`src/rtl/class_score_accumulator.sv`:
```
// class_score_accumulator
// Sums signed partial products per class lane with saturation and publishes
// the full packed score bus, with a one-cycle valid pulse, when the last term
// of a frame has been accepted.
module class_score_accumulator #(
    parameter int NUM_CLASS  = 10,
    parameter int DATA_WIDTH = 27,
    parameter int PROD_WIDTH = 16,
    parameter int IDX_WIDTH  = 4
) (
    input  logic                            clk,
    input  logic                            rst_n,
    input  logic                            in_valid,
    output logic                            in_ready,
    input  logic [PROD_WIDTH-1:0]           in_data,
    input  logic [IDX_WIDTH-1:0]            in_class,
    input  logic                            in_last,
    output logic [DATA_WIDTH*NUM_CLASS-1:0] layer_out,
    output logic                            valid,
    output logic                            sat_flag,
    output logic                            err_class,
    output logic [15:0]                     frame_cnt
);

    typedef enum logic {
        ACCUM   = 1'b0,
        PUBLISH = 1'b1
    } state_t;

    localparam logic [DATA_WIDTH-1:0] SAT_MAX   = {1'b0, {(DATA_WIDTH-1){1'b1}}};
    localparam logic [DATA_WIDTH-1:0] SAT_MIN   = {1'b1, {(DATA_WIDTH-1){1'b0}}};
    localparam logic [IDX_WIDTH:0]    CLASS_LIM = (IDX_WIDTH+1)'(NUM_CLASS);

    state_t                state;
    state_t                state_next;
    logic [DATA_WIDTH-1:0] acc [NUM_CLASS];
    logic                  frame_sat;
    logic                  accept;
    logic                  class_ok;
    logic [DATA_WIDTH-1:0] sel_acc;
    logic [DATA_WIDTH:0]   wide_sum;
    logic                  overflow;
    logic [DATA_WIDTH-1:0] sat_sum;

    assign accept   = in_valid & in_ready;
    assign class_ok = ({1'b0, in_class} < CLASS_LIM);

    // Select the addressed lane and form its saturated sum one bit wider than a lane.
    always_comb begin
        sel_acc = '0;
        for (int unsigned k = 0; k < NUM_CLASS; k++) begin
            if (in_class == IDX_WIDTH'(k)) begin
                sel_acc = acc[k];
            end
        end
        wide_sum = {sel_acc[DATA_WIDTH-1], sel_acc}
                 + {{(DATA_WIDTH+1-PROD_WIDTH){in_data[PROD_WIDTH-1]}}, in_data};
        overflow = wide_sum[DATA_WIDTH] != wide_sum[DATA_WIDTH-1];
        if (overflow) begin
            sat_sum = wide_sum[DATA_WIDTH] ? SAT_MIN : SAT_MAX;
        end else begin
            sat_sum = wide_sum[DATA_WIDTH-1:0];
        end
    end

    // Next-state and handshake: PUBLISH is a single stall cycle after the last term.
    always_comb begin
        state_next = state;
        in_ready   = 1'b0;
        case (state)
            ACCUM: begin
                in_ready = 1'b1;
                if (accept && in_last) begin
                    state_next = PUBLISH;
                end
            end
            PUBLISH: begin
                state_next = ACCUM;
            end
            default: begin
                state_next = ACCUM;
            end
        endcase
    end

    // State register.
    always_ff @(posedge clk or negedge rst_n) begin
        if (!rst_n) begin
            state <= ACCUM;
        end else begin
            state <= state_next;
        end
    end

    // Per-lane accumulators; cleared once the frame has been copied out.
    always_ff @(posedge clk or negedge rst_n) begin
        if (!rst_n) begin
            for (int unsigned k = 0; k < NUM_CLASS; k++) begin
                acc[k] <= '0;
            end
        end else if (state == PUBLISH) begin
            for (int unsigned k = 0; k < NUM_CLASS; k++) begin
                acc[k] <= '0;
            end
        end else if (accept && class_ok) begin
            for (int unsigned k = 0; k < NUM_CLASS; k++) begin
                if (in_class == IDX_WIDTH'(k)) begin
                    acc[k] <= sat_sum;
                end
            end
        end
    end

    // Frame saturation tracking and sticky out-of-range class error.
    always_ff @(posedge clk or negedge rst_n) begin
        if (!rst_n) begin
            frame_sat <= 1'b0;
            err_class <= 1'b0;
        end else begin
            if (state == PUBLISH) begin
                frame_sat <= 1'b0;
            end else if (accept && class_ok && overflow) begin
                frame_sat <= 1'b1;
            end
            if (accept && !class_ok) begin
                err_class <= 1'b1;
            end
        end
    end

    // Publish registers: score bus held between publishes, valid pulses once.
    always_ff @(posedge clk or negedge rst_n) begin
        if (!rst_n) begin
            layer_out <= '0;
            valid     <= 1'b0;
            sat_flag  <= 1'b0;
            frame_cnt <= '0;
        end else begin
            valid <= (state == PUBLISH);
            if (state == PUBLISH) begin
                for (int unsigned k = 0; k < NUM_CLASS; k++) begin
                    layer_out[k*DATA_WIDTH +: DATA_WIDTH] <= acc[k];
                end
                sat_flag  <= frame_sat;
                frame_cnt <= frame_cnt + 16'd1;
            end
        end
    end

endmodule
```
`config.mk`:
```
export PLATFORM = sky130hd
export DESIGN_NAME = class_score_accumulator
export DESIGN_NICKNAME = d
export VERILOG_FILES = /design/src/rtl/class_score_accumulator.sv
export SDC_FILE = /design/constraint.sdc
export NUM_CORES = 1
export LEC_CHECK = 0
export ABC_CLOCK_PERIOD_IN_PS = 9400
export BUFFER_PORTS_ARGS = -buffer_cell sky130_fd_sc_hd__buf_2
export CORE_UTILIZATION = 60
export CTS_BUF_LIST = sky130_fd_sc_hd__clkbuf_8
export DETAILED_ROUTE_END_ITERATION = 7
export GPL_TIMING_DRIVEN = 0
export PLACE_DENSITY = 0.82
export SYNTH_ARGS = -nofsm -noshare
export SYNTH_HDL_FRONTEND = slang
export SYNTH_SLANG_ARGS = --single-unit
```
`constraint.sdc`:
```
create_clock -name clk -period 9.4 [get_ports clk]
set_input_delay 1.41 -clock clk [delete_from_list [all_inputs] [get_ports clk]]
set_output_delay 1.41 -clock clk [all_outputs]
set_load 0.01 [all_outputs]
```
After elaboration in Yosys (flattened, before gate mapping)
Cells that the tools add are included.

Flip-flop bits (word level): 561. Input bits: 24. Output and inout port bits: 290. Word-level logic and storage cells: 89.

Reduce and logical (&&, ||, !) cells: 28. Multiplexer cells: 29. Order comparisons: 1. Equality and inequality tests: 10. Bitwise operators: 2. Add/sub/neg operators: 2.

Operators by type and width (count): two-way mux 27 bit (22); two-way mux 270 bit (2); adder 27 x 16 -> 28 bit (1); nonzero test 2 bit (12); AND reduction 2 bit (10); adder 16 x 1 -> 16 bit, second input constant (1); equality test 4 x 3 -> 1 bit, second input constant (4); equality test 4 x 2 -> 1 bit, second input constant (2); equality test 4 bit, second input constant (2); equality test 4 x 1 -> 1 bit, second input constant (1); logical AND 1 bit (4); zero test 4 bit (1); less-than comparator 4 bit, second input constant (1); two-way mux 1 bit (4); case mux 1 bit (2 select lines) (1); bitwise AND 1 bit (1); zero test 1 bit (1); != test 1 bit (1); NOT 1 bit (1).

Longest topological paths before layout
Gate-level depths: netlist (run 1).

Depth after elaboration: 17. Gate-level depth with buffers: 21. Depth with buffers taken out: 17.

Worst setup path after synthesis (run 1)
Ideal clock, no wire load.

Kind: input-to-reg. From: input in_class[0]. To: register acc[179] in the netlist's numbering. Arrival time: 5.460 ns. Path buffers: 4. Setup time: 0.138 ns. Setup slack: 3.802 ns. Data required time: 9.262 ns. Cell stages on the path: 19. Cells stage by stage: clkbuf_1 nand2b_1 nor3_1 clkbuf_1 a22oi_1 nand4_1 o21ai_0 a21oi_1 ha_1 a21oi_1 o211ai_1 a211oi_4 a2bb2oi_4 a21boi_1 mux2_2 buf_6 buf_6 a311oi_4 a21oi_1.

Longest elaborated chain between the ends: 17. Elaborated cells on any way between the ends: 32. Those cells by class: 1 x add/sub; 1 x order compare; 10 x eq/ne; 15 x mux; 5 x reduce/logical.

Ends and longest elaborated chain: from (decl) (RTL line 16) `input logic [IDX_WIDTH-1:0] in_class,`; zero test 4 bit (RTL line 52) `if (in_class == IDX_WIDTH'(k)) begin`; two-way mux 27 bit (10 in series) (RTL line 52); adder 27 x 16 -> 28 bit (RTL line 57) `+ {{(DATA_WIDTH+1-PROD_WIDTH){in_data[PROD_WIDTH-1]}}, in_data};`; two-way mux 27 bit / != test 1 bit (equally long branches) (RTL line 60, 58); two-way mux 27 bit (RTL line 59) `if (overflow) begin`; two-way mux 27 bit (RTL line 107) `if (in_class == IDX_WIDTH'(k)) begin`; two-way mux 270 bit (RTL line 105) `end else if (accept && class_ok) begin`; two-way mux 270 bit (RTL line 101) `end else if (state == PUBLISH) begin`; to (signal, indexed assignment) (RTL line 108) `acc[k] <= sat_sum;`; to (decl) (RTL line 36) `logic [DATA_WIDTH-1:0] acc [NUM_CLASS];`.

Parallel ways exist; a longest one is shown, timed or not. The select of a mux whose other input is x is not followed. A chain may end at the register's enable or synchronous reset.

Worst setup path after layout (run 1)
From: input in_class[2]. To: register acc[126] in the netlist's numbering.

The elaborated chain is that of the path after synthesis.

==> results by group, run 1 <==
Outcome
  – Status: complete, no violations

Routing
  – DR WL/cell: 26.5 um
  – Initial drt markers: 2475
  – Via density: 6.52
  – Antenna Nets Post-Route: 0
  – Vias: 19900
  – # DRC: 0
  – Detailed Route WL: 80.7 mm
  – Initial DRT Pass Iterations: 8

Timing
  – RSZ-0062 raised after global routing: false
  – Slew Limit Headroom: 0.0540
  – Least-Margin Pin Slew: 1.42 ns
  – Final setup viols: 0
  – Fmax achieved: 0.130 GHz
  – Setup TNS: 0 ns
  – Slew Limit Fails: 0
  – Minimum clock period: roughly 7.7 ns
  – Tcrit/Tclk final: 0.817
  – Final Hold Fails: 0
  – Clk_skew: 0.0298 ns
  – Final setup margin: 1.72 ns

Final layout
  – Layout cell share with drive strength beyond 1: 0.301
  – Fill cell count: 2841
  – Nets: 2514
  – Final core occ: 0.711
  – Most frequent cells in the layout: dfrtp_1 (561), buf_2 (320), o21ai_0 (280)
  – Area Overhead vs Synth: 17.0%
  – Finished layout cell area: 28200 um2
  – Commonest non-fill, non-tap cell in the layout: dfrtp_1

Power and ir drop
  – Pwr dens: 203 nW/um2
  – Worst vdd ir: 0.123 mV
  – Net Switching: 1710 uW
  – Leak: 0.0143 uW
  – Comb power frac: 0.158
  – Sw Ratio: 0.299
  – Clock power share: 0.365
  – P_int: 4010 uW
  – Reg power frac: 0.478

Critical path
  – Flop2flop setup slack: 3.90 ns
  – Critical path arrival: just over 8 ns
  – Crit path capture: acc[126]$_DFFE_PN0P_
  – Worst Setup Path Type: in2reg
  – RR Startpoint: acc[97]$_DFFE_PN0P_
  – CP Capture Type: flip-flop
  – CP max stage delay: 0.77 ns
  – Cells on worst reg2reg path: 15
  – CP startpoint kind: primary input
  – Crit path from: in_class[2]
  – WP data required: about 10 ns
  – Worst reg2reg endpoint: acc[126]$_DFFE_PN0P_
  – Crit-path max FO: 10
  – Critical path's slowest cell: nor2_1
  – CP cell instances: clkbuf_1 > nor2b_1 > nand2_1 > nor2_1 > clkbuf_1 > a222oi_1 > nand4_1 > o21ai_0 > a21oi_1 > ha_1 > fa_1 > a21oi_1 > o22ai_1 > o2111ai_1 > a31oi_1 > o221a_2 > mux2_2 > buf_6 > buf_6 > nor2_1 > o21ai_0

GRT
  – Largest net degree at the start of global routing: 130
  – Total congestion overflow: 0
  – Tot GR Track Use: 0.395
  – Vias in the first global route: 19500
  – First-pass GRT wire length: between 100 and 150 mm
  – Initial antenna violation count: 0

Placed design
  – Port Buffer Count: 311
  – Final HPWL DP: 60.9 mm
  – Pre-CTS setup slack: 1.19 ns
  – Cell Area, Placed: approximately 26000 um2
  – GP Congestion: 1.01

CTS
  – Clock Sinks: 561
  – TritonCTS clock tree: done
  – CTS max path bufs: 3
  – Worst-Skew Late Latency: 0.66 ns
  – CTS clock-pin slew for the worst setup and hold paths: 0.07 ns
  – Hold buffer count at CTS: 0
  – Cts bufs inserted: between 80 and 90
  – Root Buffer: clkbuf_8
  – Post-cts sizing count: 0
  – H-tree depth: 3
  – Setup bufs post-CTS: 0

Synth
  – Synth top area cells: dfrtp_1 (58%), mux2_2 (13%), o21ai_0 (5.8%)
  – Register area share after synthesis: 0.582
  – Post-Syn Area: 24100 um2
  – Asr flop ratio synth: 1.00
  – Synth Instances: ~2100
  – Share of the synthesized area in the top cell type: 0.582
  – Mean post-synth cell area: 11.8 um2
  – Unique masters post-synth: 64
  – Main synth FF type: dfrtp_1
  – Post-synth EDFFs: 0
  – Yosys warnings: 0
  – Net Count, Synth: 2108
  – Yosys reg bits: 561
  – Area leader, netlist: dfrtp_1

Floorplanning
  – Die Area: 41000 um2
  – Die Wd: between 200 and 250 um
  – Core Rows: 73
  – Ports: 314
  – Die Ht: about 200 um
  – Core footprint: ~40000 um2
  – Initial core utilization: 0.607

Hold path
  – Worst hold path type: reg2reg

Job
  – Max Cap Viol: 0
## critical path, delay by kind of cell
| kind | cells | cell delay [ns] |
|---|---|---|
| and+or+nand+nor | 5 | 1.94 |
| adders and majority gates | 2 | 0.44 |
| muxes | 1 | 0.35 |
| buffers and inverters | 4 | 1.44 |
| AOI/OAI and AO/OA | 9 | 2.55 |
## logic make-up after synthesis
group                      Yosys count  synth area share
AOI/OAI and AO/OA                  692             0.175
DFF                                561             0.582
and+or+nand+nor                    307            0.0597
muxes                              275             0.128
buffers and inverters              149            0.0251
xor gates and xnor gates            38            0.0138
adders and majority gates           31            0.0164
## per-layer routing
metal	track usage	vias up	share of wire
met5	0	-	0
met2	0.628	1357	0.47
met3	0.0915	210	0.10
met4	0.177	0	0.044
li1	-	8377	-
met1	0.519	9941	0.38
## power groups by stage
stage / clock network (uW) / logic (uW) / registers (uW)
after floorplan: 0 / 463 / 2760
after global placement: 0 / 852 / 2760
after detailed placement: 0 / 882 / 2770
after CTS: 2080 / 888 / 2730
after global routing: 2200 / 961 / 2750
final: 2090 / 903 / 2730
## final cells by class
class                           count  area [um2]  area share
Antenna cell                        1        2.50   0.0000886
Tap cell                          525         657      0.0233
Multi-Input combinational cell   1343        9490       0.336
Timing Repair Buffer              315        1680      0.0594
Sequential cell                   561       14000       0.497
Clock inverter                     41         198     0.00700
Buffer                            141         576      0.0204
Clock buffer                      114        1570      0.0556
Inverter                            8        30.0     0.00106
## cell usage after synthesis, types with 6 or more instances
library cell  count
dfrtp_1         561
o21ai_0         280
mux2_2          274
a21oi_1         213
nand2_1         129
clkbuf_1        121
a22oi_1          58
nor2_1           58
nand4_1          37
ha_1             30
o22ai_1          25
a222oi_1         23
xnor2_1          21
a32o_1           20
xor2_1           17
nand3_1          15
nor3_1           14
a211oi_1         12
and3_1           10
buf_2            10
a21o_1            9
inv_1             8
nand2b_1          8
nor2b_1           8
a31oi_1           7
and2_1            6
## how the worst min path moves through the flow
stage | from | to | slack [ns] | depth (start not counted)
2_1_floorplan | state$_DFF_PN0_ | valid$_DFF_PN0_ | 0.35 | 0
3_3_place_gp | state$_DFF_PN0_ | valid$_DFF_PN0_ | 0.36 | 0
3_5_place_dp | state$_DFF_PN0_ | valid$_DFF_PN0_ | 0.36 | 0
4_1_cts | state$_DFF_PN0_ | valid$_DFF_PN0_ | 0.37 | 0
5_1_grt | state$_DFF_PN0_ | valid$_DFF_PN0_ | 0.39 | 0
6_report | state$_DFF_PN0_ | valid$_DFF_PN0_ | 0.38 | 0
## through the flow
stage / hold WS [ns] / instances / total power, uW
after global placement: 0.359 / 2889 / 3610
after detailed placement: 0.362 / 2893 / 3650
after floorplan: 0.352 / 2053 / 3230
after CTS: 0.374 / 3048 / 5700
final: 0.378 / 3049 / 5720
after global routing: 0.390 / 3048 / 5910
## sequential cells by signal, indices dropped and copies added (netlist names)
signal	cells
frame_cnt	16
err_class	1
acc	270
valid	1
sat_flag	1
layer_out	270
frame_sat	1
state	1
Power figures use the tool's default switching activity.
==> run 2, diff against run 1 <==
ABC_CLOCK_PERIOD_IN_PS = 6200   (was 9400)
CORE_UTILIZATION = 54   (was 60)
PLACE_DENSITY = 0.78   (was 0.82)
clock period = 6.2 ns   (was 9.4 ns; I/O delays follow)
==> run 2 against run 1 <==
The flow now finishes with violations (design-rule violations). Register-to-register slack worse by 2.7 ns. Routed wire length is 0.63% lower. First-iteration DRC count is 10% lower. Global-route usage is 4.0 points lower. Combinational power is 61% higher. Critical endpoint is now acc[204]$_DFFE_PN0P_. Largest power group unchanged.
==> results by group, run 2 (synthesis results as in run 1) <==
Routing
  – Via density: 6.32 (-3.1%)
  – # DRC: 10 (+10)
  – Initial DRT Pass Iterations: 8 (unchanged)
  – Antenna Nets Post-Route: 0 (unchanged)
  – Initial drt markers: 2228 (-10%)
  – Detailed Route WL: 80.1 mm (-0.63%)
  – DR WL/cell: 25.6 um (-3.1%)
  – Vias: 19800 (-0.65%)

Final layout
  – Area Overhead vs Synth: 19.1%
  – Biggest registers after layout: acc: 270 flops, layer_out: 270 flops, frame_cnt: 16 flops
  – Commonest non-fill, non-tap cell in the layout: dfrtp_1
  – Layout cell share with drive strength beyond 1: 0.314 (+0.0128)
  – Antenna cells: 0 (-1)
  – Fill cell count: 3411 (+20%)
  – Nets: 2520 (+0.24%)
  – Most frequent cells in the layout: dfrtp_1 (561), buf_2 (320), o21ai_0 (280)

GRT
  – First-pass GRT wire length: 119 mm (-0.91%)
  – Initial antenna violation count: 3 (+3)
  – Vias in the first global route: 19300 (-1.0%)
  – Total congestion overflow: 0 (unchanged)
  – Largest net degree at the start of global routing: 132 (+1.5%)
  – Tot GR Track Use: 0.354 (-0.0401)

Floorplanning
  – Core footprint: 44100 um2 (+11%)
  – Initial core utilization: 0.547 (-0.0605)
  – Die Area: 45500 um2 (+11%)
  – Core Rows: 77 (+5.5%)
  – Ports: 314 (unchanged)
  – Die Wd: 213 um (+5.4%)
  – Die Ht: 213 um (+5.4%)

Critical path
  – Critical path's slowest cell: a222oi_1
  – RR Startpoint: acc[178]$_DFFE_PN0P_
  – CP max stage delay: 0.63 ns (-0.14 ns)
  – Worst Setup Path Type: in2reg
  – Worst reg2reg endpoint: acc[22]$_DFFE_PN0P_
  – CP startpoint kind: primary input
  – CP Capture Type: flip-flop
  – Critical path arrival: 6.63 ns (-1.53 ns)
  – CP most frequent cell: a21oi_1
  – Buf/Inv on CP: 6 (+2)
  – CP delay by family, top: compound AO/OA/AOI/OAI gates
  – Flop2flop setup slack: 1.16 ns (-2.74 ns)
  – WP data required: 6.74 ns (-3.14 ns)
  – Crit-path max FO: 10 (unchanged)
  – Cells on worst reg2reg path: 15 (unchanged)
  – CP cell instances: buf_2 > clkbuf_2 > and3_1 > clkbuf_1 > clkbuf_2 > a222oi_1 > nand4_1 > o21ai_0 > a21oi_1 > ha_1 > fa_1 > a21oi_1 > o22ai_1 > o2111ai_2 > a31oi_1 > o221a_2 > mux2_2 > buf_6 > buf_6 > nor3_4 > a21oi_1

CTS
  – TritonCTS clock tree: done
  – H-tree depth: 3 (unchanged)
  – CTS max path bufs: 3 (unchanged)
  – Cts bufs inserted: 89 (unchanged)
  – Worst-Skew Late Latency: 0.70 ns (+0.04 ns)
  – Clock Sinks: 561 (unchanged)
  – CTS clock-pin slew for the worst setup and hold paths: 0.06 ns (about the same)
  – Hold buffer count at CTS: 0 (unchanged)
  – Root Buffer: clkbuf_8

Timing
  – Setup TNS: 0 ns (unchanged)
  – Final setup viols: 0 (unchanged)
  – Minimum clock period: roughly 6 ns
  – RSZ-0062 raised after global routing: false
  – Clk_skew: 0.0249 ns (-0.00495 ns)
  – Slew Limit Fails: 0 (unchanged)
  – Tcrit/Tclk final: 0.983
  – Fmax achieved: ~0.16 GHz
  – Final Hold Fails: 0 (unchanged)
  – Slew Limit Headroom: 0.126 (+0.0723)
  – Hold_ws: 0.268 ns (-0.109 ns)
  – Least-Margin Pin Slew: 1.31 ns (-0.109 ns)

Placed design
  – Final HPWL DP: 60.2 mm (-1.3%)
  – Port Buffer Count: 311 (unchanged)
  – GP Congestion: 0.969 (-3.9%)

Outcome
  – Status: finished, violations left
  – Failing checks: design-rule violations

Power and ir drop
  – Leak: 0.0144 uW (+1.1%)
  – Pwr dens: 311 nW/um2 (+54%)
  – Worst vdd ir: 0.176 mV (+43%)

Job
  – Max Cap Viol: 0 (unchanged)

Hold path
  – Worst hold path type: in2async
==> run 2: changes by cell type in the layout (fill, tap and decap cells not counted), sizes merged <==
cell,before,now
bufinv,1,4
diode,1,0
clkbuf,235,237
clkinvlp,1,4
buf,335,341
inv,40,38
==> run 2: report_power, final <==
| group | total, uW | switching (uW) | internal (uW) |
|---|---|---|---|
| Sequential | 4140 | 219 | 3920 |
| Clock | 3350 | 1500 | 1840 |
| Combinational | 1450 | 926 | 528 |
==> run 2: area by class of cell <==
type	count	area, um2	area share
Buffer	141	591	0.0206
Sequential cell	561	14000	0.489
Clock buffer	116	1600	0.0556
Clock inverter	45	314	0.0109
Tap cell	592	741	0.0258
Inverter	8	30.0	0.00104
Multi-Input combinational cell	1343	9640	0.336
Timing Repair Buffer	321	1780	0.0621
==> run 2: metrics by stage <==
step           std cells  setup slack, ns  utilization  cell area, um2  total power (uW)
2_1_floorplan       2053             1.08            -           24100              4890
3_3_place_gp        2956            -6.65        0.599           26400              5480
3_5_place_dp        2960            -1.37        0.602           26500              5530
4_1_cts             3122          -0.0874        0.647           28500              8860
5_1_grt             3127         0.000697        0.651           28700              9240
6_report            3127            0.108        0.651           28700              8940
==> run 2: what timing repair did <==
item	4_1_cts	5_1_grt
pin swaps	2	6
buffers inserted	1	5
endpoints found under the setup margin	261	261
gates resized for setup	14	35
==> run 2: worst reg2reg max path, delay by kind of cell (launching register included) <==
family / cells / cell delay (ns)
buffers and inverters: 2 / 0.45
AOI/OAI and AO/OA: 8 / 2.32
muxes: 1 / 0.40
adders and majority gates: 1 / 0.45
and+or+nand+nor: 3 / 0.84
DFF: 1 / 0.42
==> run 2: metal layers <==
layer	up-vias	track usage	wire length [um]
met3	181	0.0806	7810
li1	8406	-	-
met5	-	0	34
met1	9961	0.480	31800
met4	6	0.150	3010
met2	1202	0.553	37500
==> run 2: worst max path at each step <==
stage / cells after the start / startpoint / end
2_1_floorplan: 19 / in_class[0] / acc[179]$_DFFE_PN0P_
3_3_place_gp: 1 / rst_n / layer_out[268]$_DFFE_PN0P_
3_5_place_dp: 20 / in_class[0] / acc[144]$_DFFE_PN0P_
4_1_cts: 20 / in_class[2] / acc[8]$_DFFE_PN0P_
5_1_grt: 21 / in_class[1] / acc[211]$_DFFE_PN0P_
6_report: 21 / in_class[1] / acc[204]$_DFFE_PN0P_
